[src/rtl/shift_pkg.sv]
// Shared types and line-level constants for the byte serializer.
package shift_pkg;

  typedef enum logic [2:0] {
    IDLE   = 3'd0,
    START  = 3'd1,
    DATA   = 3'd2,
    PARITY = 3'd3,
    STOP   = 3'd4
  } tx_state_t;

  localparam int unsigned DATA_BITS = 8;
  localparam int unsigned BIT_CNT_W = 3;

  localparam logic LINE_IDLE = 1'b1;
  localparam logic START_BIT = 1'b0;
  localparam logic STOP_BIT  = 1'b1;

  // Even parity: the parity bit makes the total count of ones even.
  function automatic logic even_parity(input logic [DATA_BITS-1:0] b);
    return ^b;
  endfunction

endpackage

[src/rtl/serial_tx8_bit_timer.sv]
// Bit-period timer: tick marks the last cycle of each CLKS_PER_BIT-cycle bit.
module bit_timer #(
  parameter int unsigned CLKS_PER_BIT = 4
) (
  input  logic clk,
  input  logic reset,
  input  logic clear,
  output logic tick
);

  localparam int unsigned CNT_W = $clog2(CLKS_PER_BIT) + 1;
  localparam logic [CNT_W-1:0] CNT_LAST = CNT_W'(CLKS_PER_BIT - 1);

  logic [CNT_W-1:0] cnt;

  if (CLKS_PER_BIT < 1) begin : g_bad_cpb
    $error("bit_timer: CLKS_PER_BIT must be >= 1");
  end

  // Free-running wrap counter, restarted so a new frame gets a full first bit.
  always_ff @(posedge clk or posedge reset) begin
    if (reset) begin
      cnt <= '0;
    end else if (clear || (cnt == CNT_LAST)) begin
      cnt <= '0;
    end else begin
      cnt <= cnt + CNT_W'(1);
    end
  end

  assign tick = (cnt == CNT_LAST);

endmodule

[src/rtl/serial_tx8.sv]
// Framed LSB-first serializer: start, 8 data, optional even parity, stop.
// Parity bit enabled by defining SERIAL_TX8_PARITY_EN.
module serial_tx8
  import shift_pkg::*;
#(
  parameter int unsigned CLKS_PER_BIT = 4,
  parameter int unsigned DATA_W       = 8
) (
  input  logic              clk,
  input  logic              reset,
  input  logic [DATA_W-1:0] d_in,
  input  logic              in_valid,
  output logic              in_ready,
  output logic              tx_out,
  output logic              busy,
  output logic              done
);

  if (DATA_W != DATA_BITS) begin : g_bad_width
    $error("serial_tx8: DATA_W must be 8");
  end

  tx_state_t                 state, state_next;
  logic [DATA_BITS-1:0]      shift_q, shift_next;
  logic [BIT_CNT_W-1:0]      bit_cnt, bit_next;
  logic                      tx_next;
  logic                      done_next;
  logic                      accept;
  logic                      tick;
`ifdef SERIAL_TX8_PARITY_EN
  logic                      parity_q, parity_next;
`endif

  assign in_ready = (state == IDLE);
  assign busy     = (state != IDLE);
  assign accept   = in_valid && in_ready;

  bit_timer #(
    .CLKS_PER_BIT(CLKS_PER_BIT)
  ) u_bit_timer (
    .clk  (clk),
    .reset(reset),
    .clear(accept),
    .tick (tick)
  );

  // State and datapath registers; reset drops the line to idle immediately.
  always_ff @(posedge clk or posedge reset) begin
    if (reset) begin
      state   <= IDLE;
      shift_q <= '0;
      bit_cnt <= '0;
      tx_out  <= LINE_IDLE;
      done    <= 1'b0;
`ifdef SERIAL_TX8_PARITY_EN
      parity_q <= 1'b0;
`endif
    end else begin
      state   <= state_next;
      shift_q <= shift_next;
      bit_cnt <= bit_next;
      tx_out  <= tx_next;
      done    <= done_next;
`ifdef SERIAL_TX8_PARITY_EN
      parity_q <= parity_next;
`endif
    end
  end

  // Next-state and next-line decode; tx_out only moves on bit boundaries.
  always_comb begin
    state_next = state;
    shift_next = shift_q;
    bit_next   = bit_cnt;
    tx_next    = tx_out;
    done_next  = 1'b0;
`ifdef SERIAL_TX8_PARITY_EN
    parity_next = parity_q;
`endif

    unique case (state)
      IDLE: begin
        if (accept) begin
          state_next = START;
          shift_next = DATA_BITS'(d_in);
          bit_next   = '0;
          tx_next    = START_BIT;
`ifdef SERIAL_TX8_PARITY_EN
          parity_next = even_parity(DATA_BITS'(d_in));
`endif
        end
      end

      START: begin
        if (tick) begin
          state_next = DATA;
          tx_next    = shift_q[0];
        end
      end

      DATA: begin
        if (tick) begin
          if (bit_cnt == BIT_CNT_W'(DATA_BITS - 1)) begin
`ifdef SERIAL_TX8_PARITY_EN
            state_next = PARITY;
            tx_next    = parity_q;
`else
            state_next = STOP;
            tx_next    = STOP_BIT;
`endif
          end else begin
            shift_next = {1'b0, shift_q[DATA_BITS-1:1]};
            tx_next    = shift_q[1];
            bit_next   = bit_cnt + BIT_CNT_W'(1);
          end
        end
      end

`ifdef SERIAL_TX8_PARITY_EN
      PARITY: begin
        if (tick) begin
          state_next = STOP;
          tx_next    = STOP_BIT;
        end
      end
`endif

      STOP: begin
        if (tick) begin
          state_next = IDLE;
          tx_next    = LINE_IDLE;
          done_next  = 1'b1;
        end
      end

      default: begin
        state_next = IDLE;
        tx_next    = LINE_IDLE;
      end
    endcase
  end

endmodule

[config.mk]
export PLATFORM = sky130hd
export DESIGN_NAME = serial_tx8
export DESIGN_NICKNAME = d
export VERILOG_FILES = /design/src/rtl/shift_pkg.sv /design/src/rtl/serial_tx8_bit_timer.sv /design/src/rtl/serial_tx8.sv
export SDC_FILE = /design/constraint.sdc
export NUM_CORES = 1
export LEC_CHECK = 0
export ABC_AREA = 1
export ABC_CLOCK_PERIOD_IN_PS = 3000
export BUFFER_PORTS_ARGS = -buffer_cell sky130_fd_sc_hd__buf_2
export CORE_MARGIN = 5
export CORE_UTILIZATION = 55
export DETAILED_ROUTE_END_ITERATION = 8
export PLACE_DENSITY = 0.78
export SLEW_MARGIN = 5
export SYNTH_ARGS = -nofsm -noshare
export SYNTH_HDL_FRONTEND = slang
export SYNTH_HIERARCHICAL = 1
export SYNTH_SLANG_ARGS = --single-unit
[constraint.sdc]
create_clock -name clk -period 3 [get_ports clk]
set_input_delay 0.15 -clock clk [delete_from_list [all_inputs] [get_ports clk]]
set_output_delay 0.15 -clock clk [all_outputs]
set_load 0.03 [all_outputs]
Word-level counts from Yosys, hierarchy flattened

Index checks and enable logic that the tools add are counted.

Add/subtract/negate cells: 2
$mul: 0
Div/mod/pow operators: 0
Order comparisons: 0
Equality and inequality tests: 11
Shift operators: 0
Mux-type cells: 23
Bitwise logic cells: 0
Reduce and logical (&&, ||, !) cells: 8

Operator list:

| operator                                             | number |
|---|---|
| two-way mux 3 bit                                    | 9 |
| two-way mux 8 bit                                    | 3 |
| case mux 8 bit (2 select lines)                      | 1 |
| case mux 3 bit (4 select lines)                      | 1 |
| != test 2 bit (second input constant)                | 5 |
| AND reduction 4 bit                                  | 2 |
| two-way mux 1 bit                                    | 7 |
| adder 3 x 1 -> 3 bit (second input constant)         | 2 |
| equality test 3 x 2 -> 1 bit (second input constant) | 2 |
| equality test 3 bit (second input constant)          | 2 |
| case mux 3 bit (2 select lines)                      | 1 |
| AND reduction 5 bit                                  | 1 |
| case mux 1 bit (4 select lines)                      | 1 |
| equality test 3 x 1 -> 1 bit (second input constant) | 1 |
| zero test 3 bit                                      | 1 |
| nonzero test 3 bit                                   | 1 |
| != test 2 x 1 -> 1 bit (second input constant)       | 1 |
| nonzero test 2 bit                                   | 1 |
| logical AND 1 bit                                    | 1 |
| logical OR 1 bit                                     | 1 |

Register bits after elaboration: 19
Latch bits: 0
RAM bits: 0
Bits in read-only memories: 0
Bits of input ports: 11
Output and inout bits: 4
Word-level logic and storage cells: 50
Memories kept: 0

Depth between registers and ports, before layout

Depth in word-level cells: 4
Gate-level depth with buffers: 9
Mapped depth without buffers: 9

Modules after synthesis

The synthesis kept the hierarchy.

By module, submodules not included:

| module     | instances | cells an instance | area an instance (sq um) | sequential area each (sq um) |
|---|---|---|---|---|
| serial_tx8 | 1         | 112               | 839.6                    | 401.6 |
| bit_timer  | 1         | 14                | 136.4                    | 75.1 |

Worst setup path after synthesis

OpenSTA, ideal clock, no wires.

Kind: flip-flop to flip-flop
Start point: register state[2]
End point: register u_bit_timer.cnt[0]
Library setup time: 116 ps
Arrival time: 1560 ps
Data required time: 2884 ps
Slack: 1324 ps
Stages on the path, launching flop included: 9
Path buffers: 0
Period minus slack after synthesis: 1676 ps
Cell sequence: dfrtp_1 inv_1 nand2_1 nor2_1 inv_1 nor2_1 inv_1 nand2_2 nor2_1

Longest elaborated chain between the ends: 4

RTL lines:

| what                     | line                       | text |
|---|---|---|
| start: declaration       | serial_tx8.sv:23           | `tx_state_t state, state_next;` |
| start signal: assignment | serial_tx8.sv:59           | `state <= state_next;` |
| zero test 3 bit          | serial_tx8.sv:34           | `assign in_ready = (state == IDLE);` |
| net in_ready             | serial_tx8.sv:13           | `output logic in_ready,` |
| logical AND 1 bit        | serial_tx8.sv:36           | `assign accept = in_valid && in_ready;` |
| net accept               | serial_tx8.sv:28           | `logic accept;` |
| logical OR 1 bit         | serial_tx8_bit_timer.sv:24 | `end else if (clear \|\| (cnt == CNT_LAST)) begin` |
| two-way mux 3 bit        | serial_tx8_bit_timer.sv:24 |  |
| end signal: assignment   | serial_tx8_bit_timer.sv:27 | `cnt <= cnt + CNT_W'(1);` |
| end: declaration         | serial_tx8_bit_timer.sv:14 | `logic [CNT_W-1:0] cnt;` |

The timed path passes the listed nets, and every way through them passes these cells.
A chain may end at the register's enable or synchronous reset.

Final worst setup path

Start point: register u_bit_timer.cnt[1]
End point: register bit_cnt[1]

Longest elaborated chain between the ends: 3

RTL lines:

| what                                 | line                       | text |
|---|---|---|
| equality test 3 x 2 -> 1 bit         | serial_tx8_bit_timer.sv:31 | `assign tick = (cnt == CNT_LAST);` |
| net tick                             | serial_tx8.sv:29           | `logic tick;` |
| != test 2 bit (no source line)       | -                          |  |
| AND reduction 4 bit (no source line) | -                          |  |
| end signal: assignment               | serial_tx8.sv:61           | `bit_cnt <= bit_next;` |
| end: declaration                     | serial_tx8.sv:25           | `logic [BIT_CNT_W-1:0] bit_cnt, bit_next;` |

The timed path passes the listed nets, and every way through them passes these cells.

==> results.cfg <==
[status]
status = complete, no violations

[cells_and_area]
fin_nets = 159
area_growth_pct = 12.56
layout-drive-gt1-share = 0.1608
final_common_cell = nand2_1
layout_common_cells = nand2_1 (39), inv_1 (23), dfrtp_1 (18), o21ai_0 (15), buf_2 (14)
stdcell_count = 168
antenna_cells = 0

[global_route]
grt_max_degree = 20
globalRouteOverflowTotal = 0
grt_pass1_vias = 745
antenna_found_initial = 0
grt_use_total = 0.1501
grt_pass1_wl_um = 3036

[power]
seqPwrFrac = 0.400
clkPwrFrac = 0.136
p_sw_frac = 0.4475
power_frac_comb = 0.464
cellPowerDensity_mw_per_mm2 = 908.9
p_leak_nw = 0.6293
p_sw_mw = 0.4468
intPower_mw = 0.5516
ir_drop_mv = 0.4407

[routing]
drtAntennaViolNets = 0
vias_per_cell = 4.696
wire_per_inst_um = 10.29
dr.first_iter.drc_count = 29
first_pass_iters = 4
drt_wl_total_um = 1728
vias = 789
drcViolationCount = 0

[worst_setup_path]
critPathLaunch = u_bit_timer/cnt[1]
cpPeakStageDelay_ns = 0.37
start_kind = flip-flop
path_cells = ha_1, ha_1, inv_1, nand3_1, nand2_1, nor2_4, inv_1, nand2_1, nand2_1
rrSetupSlack_ns = 1.23
cp_top_family = simple AND/OR/NAND/NOR gates
path_class = flip-flop to flip-flop
crit_cells = 9
crit_path_end = bit_cnt[1]
path_buf_inv = 2
crit_required_ns = 3.20
rr_worst_depth = 9
crit_path_frequent_cell = nand2_1
cp.arrival_ns = 1.96
r2r_start = u_bit_timer/cnt[1]
crit_fanout = 19
cp-end-kind = flip-flop
slowest_stage = dfrtp_1
regToRegEndpoint = bit_cnt[1]

[placed_design]
gp_congestion = 0.8614
portBuffers = 14
dp_hpwl_um = 1280
dpl.cell_count = 163
dp_slack_ns = 1.254

[clock_network]
cts_made_buffers = 3
cts_hold_buf = 1
clock_latency_ns = 0.30
max-clock-path-buffers = 2
postCtsSetupBuffers = 0
cts_root_buf = clkbuf_4
cts_tree = yes
clk_pin_slew_ns = 0.12
cts_htree_levels = 1
clock-sinks = 19
ctsResizeCount = 0

[timing]
worst_pin_slew_ns = 0.6201
fin_crit_ns = 1.765
maxSlewViolCount = 0
max_freq_mhz = 566.5
layout_setup_ws_ns = 1.235
slew_headroom = 0.5861
finalSetupViolations = 0
hold_viol = 0
rsz0062_at_grt = no
tns_ns = 0
finalCritPeriodShare = 0.5884
finalClockSkew_ns = 0.01230

[logic_synthesis]
syn_area_sq_um = 975.9
synth_nets = 141
synthCells = 126
synth-seq-cells = 19
yosys_warnings = 6
post_synth.cell_area_avg_sq_um = 7.746
seq_area_frac_synth = 0.4885
synth_cell_types = 18

[min_path]
hold_path_class = input pin to flip-flop

[die]
dieArea_sq_mm = 0.002717
initial_core_util = 0.5714
die_x_um = 52.13
die_y_um = 52.13
coreArea_sq_mm = 0.001708
num_rows = 15
num_io_pins = 15

[run]
cap_violations = 0
cells in the mapped netlist, drive strengths merged:
cell type / count / area, sq um
inv: 24 / 90.08
buf: 2 / 18.77
o22ai: 1 / 6.260
nand3: 8 / 40.04
nand2: 40 / 152.6
o21ai: 16 / 80.07
ha: 4 / 50.05
nor2: 9 / 43.80
dfrtp: 18 / 450.4
nand4: 2 / 12.51
a21oi: 1 / 5.000
dfstp: 1 / 26.28
through the flow:
stage | instance area [sq um] | hold slack (ns) | total power [mW] | utilization
floorplan | 975.9 | -0.09636 | 0.7806 | -
global placement | 1059 | 0.02188 | 0.8473 | 0.6198
detailed placement | 1059 | 0.03451 | 0.8688 | 0.6198
CTS | 1099 | 0.06727 | 1.004 | 0.6432
global route | 1099 | 0.07147 | 1.106 | 0.6432
finish | 1099 | 0.06375 | 0.9985 | 0.6432
worst register-to-register path, delay by kind of cell, from the launching register on:
kind / cells / cell delay [ns]
buf+inv: 2 / 0.27
flops: 1 / 0.37
fa+ha+maj: 2 / 0.39
simple gates: 5 / 0.64
metal layers:
metal	global-route usage	up-vias	wire length [um]
li1	-	423	-
met1	0.1843	355	824
met2	0.2615	9	856
met3	0.03438	2	40
met4	0.03930	0	6
met5	0	-	0
power groups by stage:
stage	Sequential [mW]	Clock, mW	Combinational [mW]
global placement	0.400	0	0.447
detailed placement	0.405	0	0.464
global route	0.409	0.152	0.545
CTS	0.400	0.137	0.468
finish	0.400	0.135	0.463
floorplan	0.405	0	0.376
state kept, by name, summed over array words and instances (netlist names):
register / cells
u_bit_timer/cnt: 3
done: 1
tx_out: 1
state: 3
shift_q: 8
bit_cnt: 3
how the worst min path moves through the flow:
| stage | startpoint | endpoint | slack (ns) | cells past startpoint |
|---|---|---|---|---|
| after floorplan | reset | u_bit_timer/cnt[0] | -0.1 | 1 |
| after global placement | reset | u_bit_timer/cnt[1] | 0.02 | 2 |
| after detailed placement | reset | u_bit_timer/cnt[0] | 0.03 | 2 |
| after CTS | d_in[7] | shift_q[7] | 0.07 | 3 |
| after global routing | d_in[7] | shift_q[7] | 0.07 | 3 |
| final | d_in[7] | shift_q[7] | 0.06 | 3 |
cell type report:
type                            count  area (sq um)
Tap cell                           25         31.28
Fill cell                         145         609.3
Timing Repair Buffer               15         80.08
Inverter                           24         90.09
Sequential cell                    19         476.7
Clock buffer                        3         22.52
Clock inverter                      1         7.507
Multi-Input combinational cell     81         390.4
logic make-up (layout without fill, tap and decap cells):
logic type	Yosys count	in the layout	synth area share
and+or+nand+nor	59	59	0.2551
buffers and inverters	26	43	0.1115
DFF	19	19	0.4885
AOI/OAI and AO/OA	18	18	0.09358
adders and majority gates	4	4	0.05128
No activity file was read; power rests on OpenSTA's default activity.
